==> config.mk <==
export PLATFORM = sky130hd
export DESIGN_NAME = instr_fetch_flat
export DESIGN_NICKNAME = d
export VERILOG_FILES = /design/src/rtl/instr_fetch_if.sv /design/src/rtl/instr_fetch.sv /design/src/flat_wrapper.sv
export SDC_FILE = /design/constraint.sdc
export NUM_CORES = 1
export LEC_CHECK = 0
export ABC_AREA = 1
export CAP_MARGIN = 0
export CORE_MARGIN = 2
export CORE_UTILIZATION = 45
export DETAILED_ROUTE_END_ITERATION = 16
export PLACE_DENSITY = 0.75
export SYNTH_ARGS = -nofsm -noshare
export SYNTH_HDL_FRONTEND = slang
export SYNTH_SLANG_ARGS = --single-unit
==> constraint.sdc <==
create_clock -name clk -period 5.5 [get_ports clk]
set_input_delay 1.1 -clock clk [delete_from_list [all_inputs] [get_ports clk]]
set_output_delay 1.1 -clock clk [all_outputs]
set_load 0.05 [all_outputs]
==> src/rtl/instr_fetch_if.sv <==
// ---------------------------------------------------------------------------
// instr_fetch_if
//
// Purpose: bundles the fetch-stage bus of instr_fetch: the pipeline control
// inputs (stall, redirect), the instruction ROM address/data pair and the
// registered fetch result handed to decode.
//
// Signals:
//   stall           : downstream cannot accept; fetch holds everything
//   redirect_valid  : taken branch/jump resolved in decode
//   redirect_target : byte address of the branch/jump destination
//   rom_addr        : byte address driven to the instruction ROM
//   rom_data        : instruction word returned combinationally for rom_addr
//   if_valid        : if_instr/if_pc hold a real fetched instruction
//   if_instr        : fetched instruction word (registered)
//   if_pc           : address if_instr was fetched from (registered)
//   active          : high until the CPU has halted
//
// Modports:
//   master : the fetch unit (drives rom_addr and the if_* results)
//   slave  : the surrounding pipeline / ROM / environment
// ---------------------------------------------------------------------------
interface instr_fetch_if;
   logic        stall;
   logic        redirect_valid;
   logic [31:0] redirect_target;
   logic [31:0] rom_addr;
   logic [31:0] rom_data;
   logic        if_valid;
   logic [31:0] if_instr;
   logic [31:0] if_pc;
   logic        active;

   modport master (
      input  stall,
      input  redirect_valid,
      input  redirect_target,
      input  rom_data,
      output rom_addr,
      output if_valid,
      output if_instr,
      output if_pc,
      output active
   );

   modport slave (
      output stall,
      output redirect_valid,
      output redirect_target,
      output rom_data,
      input  rom_addr,
      input  if_valid,
      input  if_instr,
      input  if_pc,
      input  active
   );
endinterface

==> src/rtl/instr_fetch.sv <==
// ---------------------------------------------------------------------------
// instr_fetch
//
// Purpose: MIPS-style instruction fetch stage. Holds the program counter,
// addresses a combinational instruction ROM with it and registers the
// returned word together with its address for decode. Branches/jumps use
// delay-slot semantics: the word at the current pc is still issued on the
// edge that loads the redirect target. A redirect to address 0 is the halt
// request: the delay slot is issued, the stage drains for one edge, then
// parks in HALTED with active deasserted until reset.
//
// Parameters:
//   RESET_VECTOR : first fetch address after reset
//
// Ports:
//   clk   : single clock, all state updates on its rising edge
//   reset : asynchronous, active-high reset
//   bus   : instr_fetch_if.master (stall, redirect, ROM and fetch results)
// ---------------------------------------------------------------------------
module instr_fetch #(
   parameter logic [31:0] RESET_VECTOR = 32'hBFC00000
) (
   input  logic          clk,
   input  logic          reset,
   instr_fetch_if.master bus
);

   typedef enum logic [1:0] {
      RUN    = 2'd0,
      DRAIN  = 2'd1,
      HALTED = 2'd2
   } state_t;

   state_t      state_reg;
   logic [31:0] pc_reg;
   logic [31:0] if_instr_reg;
   logic [31:0] if_pc_reg;
   logic        if_valid_reg;
   logic        active_reg;

   // Redirect seen while stalled, replayed on the first non-stalled edge.
   logic        pending_valid_reg;
   logic [31:0] pending_target_reg;

   logic [31:0] live_target;
   logic        apply_redirect;
   logic [31:0] apply_target;
   logic [31:0] pc_plus4;

   // -----------------------------------------------------------------------
   // Redirect selection
   // -----------------------------------------------------------------------
   always_comb begin
      // Instructions are word aligned; the low address bits are discarded.
      live_target    = {bus.redirect_target[31:2], 2'b00};
      // A live redirect is newer than anything latched during a stall,
      // so it wins when both are present.
      apply_redirect = bus.redirect_valid | pending_valid_reg;
      apply_target   = bus.redirect_valid ? live_target : pending_target_reg;
      // Natural 32-bit wrap: 32'hFFFFFFFC + 4 = 0.
      pc_plus4       = pc_reg + 32'd4;
   end

   // -----------------------------------------------------------------------
   // Outputs
   // -----------------------------------------------------------------------
   assign bus.rom_addr = pc_reg;
   assign bus.if_valid = if_valid_reg;
   assign bus.if_instr = if_instr_reg;
   assign bus.if_pc    = if_pc_reg;
   assign bus.active   = active_reg;

   // -----------------------------------------------------------------------
   // Fetch state machine
   // -----------------------------------------------------------------------
   always_ff @(posedge clk or posedge reset) begin
      if (reset) begin
         state_reg          <= RUN;
         pc_reg             <= RESET_VECTOR;
         if_instr_reg       <= 32'd0;
         if_pc_reg          <= 32'd0;
         if_valid_reg       <= 1'b0;
         active_reg         <= 1'b1;
         pending_valid_reg  <= 1'b0;
         pending_target_reg <= 32'd0;
      end else begin
         case (state_reg)
            RUN: begin
               if (bus.stall) begin
                  // Pipeline frozen; only remember a redirect so it is not lost.
                  if (bus.redirect_valid) begin
                     pending_valid_reg  <= 1'b1;
                     pending_target_reg <= live_target;
                  end
               end else begin
                  // Issue the word at pc (this is the delay slot when a
                  // redirect is applied on the same edge).
                  if_instr_reg <= bus.rom_data;
                  if_pc_reg    <= pc_reg;
                  if_valid_reg <= 1'b1;
                  if (apply_redirect) begin
                     pc_reg            <= apply_target;
                     pending_valid_reg <= 1'b0;
                     // Jump to address 0 is the halt request.
                     if (apply_target == 32'd0) begin
                        state_reg <= DRAIN;
                     end
                  end else begin
                     pc_reg <= pc_plus4;
                  end
               end
            end

            DRAIN: begin
               // pc is held; nothing new is issued.
               if (!bus.stall) begin
                  if_valid_reg <= 1'b0;
                  state_reg    <= HALTED;
               end
            end

            HALTED: begin
               // Stall and redirects are ignored; only reset leaves here.
               // active falls on the first edge spent in HALTED.
               if_valid_reg <= 1'b0;
               active_reg   <= 1'b0;
            end

            default: begin
               state_reg    <= HALTED;
               if_valid_reg <= 1'b0;
            end
         endcase
      end
   end

endmodule

==> src/flat_wrapper.sv <==
// flat-port wrapper written by rule: the top's interface ports become plain ports
module instr_fetch_flat 
#(
   parameter logic [31:0] RESET_VECTOR = 32'hBFC00000
)
  (clk, reset, bus_stall, bus_redirect_valid, bus_redirect_target, bus_rom_data, bus_rom_addr, bus_if_valid, bus_if_instr, bus_if_pc, bus_active);
  instr_fetch_if bus_i ();
  input  logic clk;
  input  logic reset;
  input wire logic [$bits(bus_i.stall)-1:0] bus_stall;
  input wire logic [$bits(bus_i.redirect_valid)-1:0] bus_redirect_valid;
  input wire logic [$bits(bus_i.redirect_target)-1:0] bus_redirect_target;
  input wire logic [$bits(bus_i.rom_data)-1:0] bus_rom_data;
  output wire logic [$bits(bus_i.rom_addr)-1:0] bus_rom_addr;
  output wire logic [$bits(bus_i.if_valid)-1:0] bus_if_valid;
  output wire logic [$bits(bus_i.if_instr)-1:0] bus_if_instr;
  output wire logic [$bits(bus_i.if_pc)-1:0] bus_if_pc;
  output wire logic [$bits(bus_i.active)-1:0] bus_active;
  assign bus_i.stall = bus_stall;
  assign bus_i.redirect_valid = bus_redirect_valid;
  assign bus_i.redirect_target = bus_redirect_target;
  assign bus_i.rom_data = bus_rom_data;
  assign bus_rom_addr = bus_i.rom_addr;
  assign bus_if_valid = bus_i.if_valid;
  assign bus_if_instr = bus_i.if_instr;
  assign bus_if_pc = bus_i.if_pc;
  assign bus_active = bus_i.active;
  instr_fetch #(.RESET_VECTOR(RESET_VECTOR)) u_core (.clk(clk), .reset(reset), .bus(bus_i));
endmodule
==> results.toml <==
[run_status]
outcome = "completed"

[place]
portBuffers = 163
dp_hpwl_mm = 13.22
gp_congestion = 0.9026
placed_area_um2 = 8367

[floorplanning]
fp.dieW_um = 125.5
core_area_um2 = 14480
rows = 44
dieArea_um2 = 15740
initial_core_util = 0.4585
dieHeight_um = 125.5
ios = 166

[cts]
cts.sinks = 133
cts_made_buffers = 17
post-cts-setup-buffers = 0
clockBufferDepth = 2
cts_root_buf = "clkbuf_16"
tritoncts = "done"
hold_buffers = 0
cts_resized = 0
clkLatencyLatePin_ps = 430
path_clk_slew_ps = 60
cts-htree-levels = 4

[flow_run]
drv_cap = 0

[worst_setup_path]
arrival_ps = 3450
worstSetupEndpointType = "flip-flop"
path_class = "input pin to flip-flop"
r2r_end = "u_core.bus.rom_addr[2]$_DFFE_PP0P_"
cp_top_family = "simple AND/OR/NAND/NOR gates"
cp_slowest_cell = "nor2_4"
path_cells = "clkdlybuf4s50_1, buf_4, nor2_4, inv_1, nor3_1, nand3_1, o21ai_0, nor2_1"
start_kind = "input pin"
path_max_fanout = 50
rrSetupSlack_ps = 3110
crit_path_max_incr_delay_ps = 620
worstPathRequired_ps = 5810
worst-path-buf-inv = 3
r2r_start = "u_core.state_reg[0]$_DFFE_PP0P_"
r2r_cells = 5

[worst_hold_path]
min_path_type = "flip-flop to flip-flop"
holdCritStartpoint = "u_core.state_reg[1]$_DFFE_PP0P_"
hold_path_depth = 1
hold_end = "u_core.bus.active$_DFFE_PP1P_"

[logic_synthesis]
yosys_most_used_dff = "dfrtp_1"
yosysSeqAreaShare = 0.5032
yosysWarnings = 0
synth_nets = 988
ys_types = 27
async_reset_ff_frac = 1.000
netlist_area_um2 = 6639
ys_ff_latch = 133
synth.avg_cell_area_um2 = 7.224
netlist_instances = 919
synth_edf_count = 0

[layout]
layout-drive-gt1-share = 0.05453
finalInstanceArea_um2 = 8944
antennaDiodeCount = 0
final_nets = 1139
syn2layout_area_growth_pct = 34.72
fill_cells = 1310

[drt]
wire_per_inst_um = 14.68
drt-total-wl_mm = 18.59
vias = 6316
drtIter0Drc = 607
firstDrtPassIters = 6
avgViaCountPerCell = 4.989
ant_nets = 0
drc = 0

[power_and_ir_drop]
p_per_area_nw_per_um2 = 373.0
total_power_mw = 3.336
leakage_nw = 4.359
peakVddDrop_mv = 0.1976

[sta]
relSlewSlack = 0.3286
finalCritPeriodShare = 0.5699
hold_violations = 0
worst_pin_slew_ps = 1006
setup_viol = 0
fin_crit_ps = 3134
hold_slack_ps = 448.1
rsz0062_at_grt = "false"
finalMaxSlewViolations = 0
tns_ps = 0
fin_skew_ps = 4.997
fmax_mhz = 319.1

[grt]
grt_pass1_vias = 5837
gr-total-overflow = 0
grt_max_degree = 76
grtUsageTotal = 0.2441
antenna_found_initial = 0
grt_first_pass_wirelength_mm = 30.49
[stage by stage]
step,util,cells,setup WS (ps)
3_5_place_dp,0.5779,1235,1977
6_report,0.6177,1266,2366
4_1_cts,0.6177,1266,2419
2_1_floorplan,-,919,862.1
3_3_place_gp,0.5779,1235,1954
5_1_grt,0.6177,1266,2152
[per-layer routing]
layer | part of all wire | global-route usage
met5 | 0 | 0
met4 | 0.024 | 0.09346
met3 | 0.061 | 0.05349
met2 | 0.46 | 0.3698
met1 | 0.45 | 0.3443
[how the worst max path moves through the flow]
stage                                          endpoint          startpoint  slack, ps  cells after the start
detailed placement  u_core.bus.rom_addr[17]$_DFFE_PP0P_  bus_redirect_valid       1980                      8
global placement    u_core.bus.rom_addr[17]$_DFFE_PP0P_  bus_redirect_valid       1950                      8
global route        u_core.bus.rom_addr[17]$_DFFE_PP0P_  bus_redirect_valid       2150                      8
floorplan            u_core.bus.if_instr[0]$_DFFE_PP0P_               reset        860                      1
finish              u_core.bus.rom_addr[17]$_DFFE_PP0P_  bus_redirect_valid       2370                      8
CTS                 u_core.bus.rom_addr[17]$_DFFE_PP0P_  bus_redirect_valid       2420                      8
[placed cells by master (no fill, tap or decap), types with 3 or more instances in the layout]
cell / count
a211oi_1: 6
a21oi_1: 5
buf_4: 6
clkbuf_16: 17
clkbuf_8: 3
clkdlybuf4s50_1: 163
clkinv_2: 4
clkinvlp_4: 3
dfrtp_1: 123
dfstp_2: 10
inv_1: 106
inv_2: 3
nand2_1: 374
nand3_1: 43
nand4_1: 6
nor2_1: 82
nor2_2: 3
nor3_1: 4
o211ai_1: 3
o21ai_0: 96
o21ai_1: 4
or2_2: 4
[area by class of cell]
| type | count | area (um2) | share of cell area |
|---|---|---|---|
| Inverter | 110 | 415.4 | 0.04645 |
| Clock inverter | 9 | 102.6 | 0.01147 |
| Clock buffer | 22 | 474.2 | 0.05302 |
| Timing Repair Buffer | 169 | 1677 | 0.1875 |
| Multi-Input combinational cell | 639 | 2704 | 0.3023 |
| Sequential cell | 133 | 3341 | 0.3735 |
| Tap cell | 184 | 230.2 | 0.02574 |
[Yosys cell counts, types with 2 or more instances]
| master | number | area [um2] |
|---|---|---|
| nand2_1 | 375 | 1408 |
| dfrtp_1 | 123 | 3078 |
| inv_1 | 107 | 401.6 |
| o21ai_0 | 96 | 480.5 |
| nor2_1 | 82 | 307.8 |
| nand3_1 | 43 | 215.2 |
| buf_2 | 16 | 80.08 |
| clkbuf_1 | 13 | 48.80 |
| dfstp_2 | 10 | 262.8 |
| a211oi_1 | 6 | 45.04 |
| nand4_1 | 6 | 37.54 |
| a21oi_1 | 5 | 25.02 |
| buf_1 | 4 | 15.01 |
| buf_6 | 4 | 45.04 |
| nor3_1 | 4 | 20.02 |
| o21ai_1 | 4 | 20.02 |
| or2_2 | 4 | 25.02 |
| inv_2 | 3 | 11.26 |
| nor2_2 | 3 | 18.77 |
| o211ai_1 | 3 | 22.52 |
| nor2_4 | 2 | 22.52 |
[worst reg2reg max path, stage by stage (launching register included)]
cell,delay (ps)
dfrtp_1,400
nor2_1,260
nand2_4,320
inv_2,710
buf_4,450
o21ai_0,120
[kinds of logic after synthesis]
logic type               Yosys count  synth area share
flip-flops                       133            0.5032
buffers and inverters            147           0.09065
AO/OA/AOI/OAI                    118           0.09386
AND/OR/NAND/NOR                  520            0.3104
adder cells (fa/ha/maj)            1          0.001884
[report_power, final]
part,leakage (nW),switching [mW],internal [mW]
Sequential,1.59,0.111,1.12
Clock,0.278,0.419,0.696
Combinational,2.49,0.680,0.314
(Power assumes the default switching activity.)
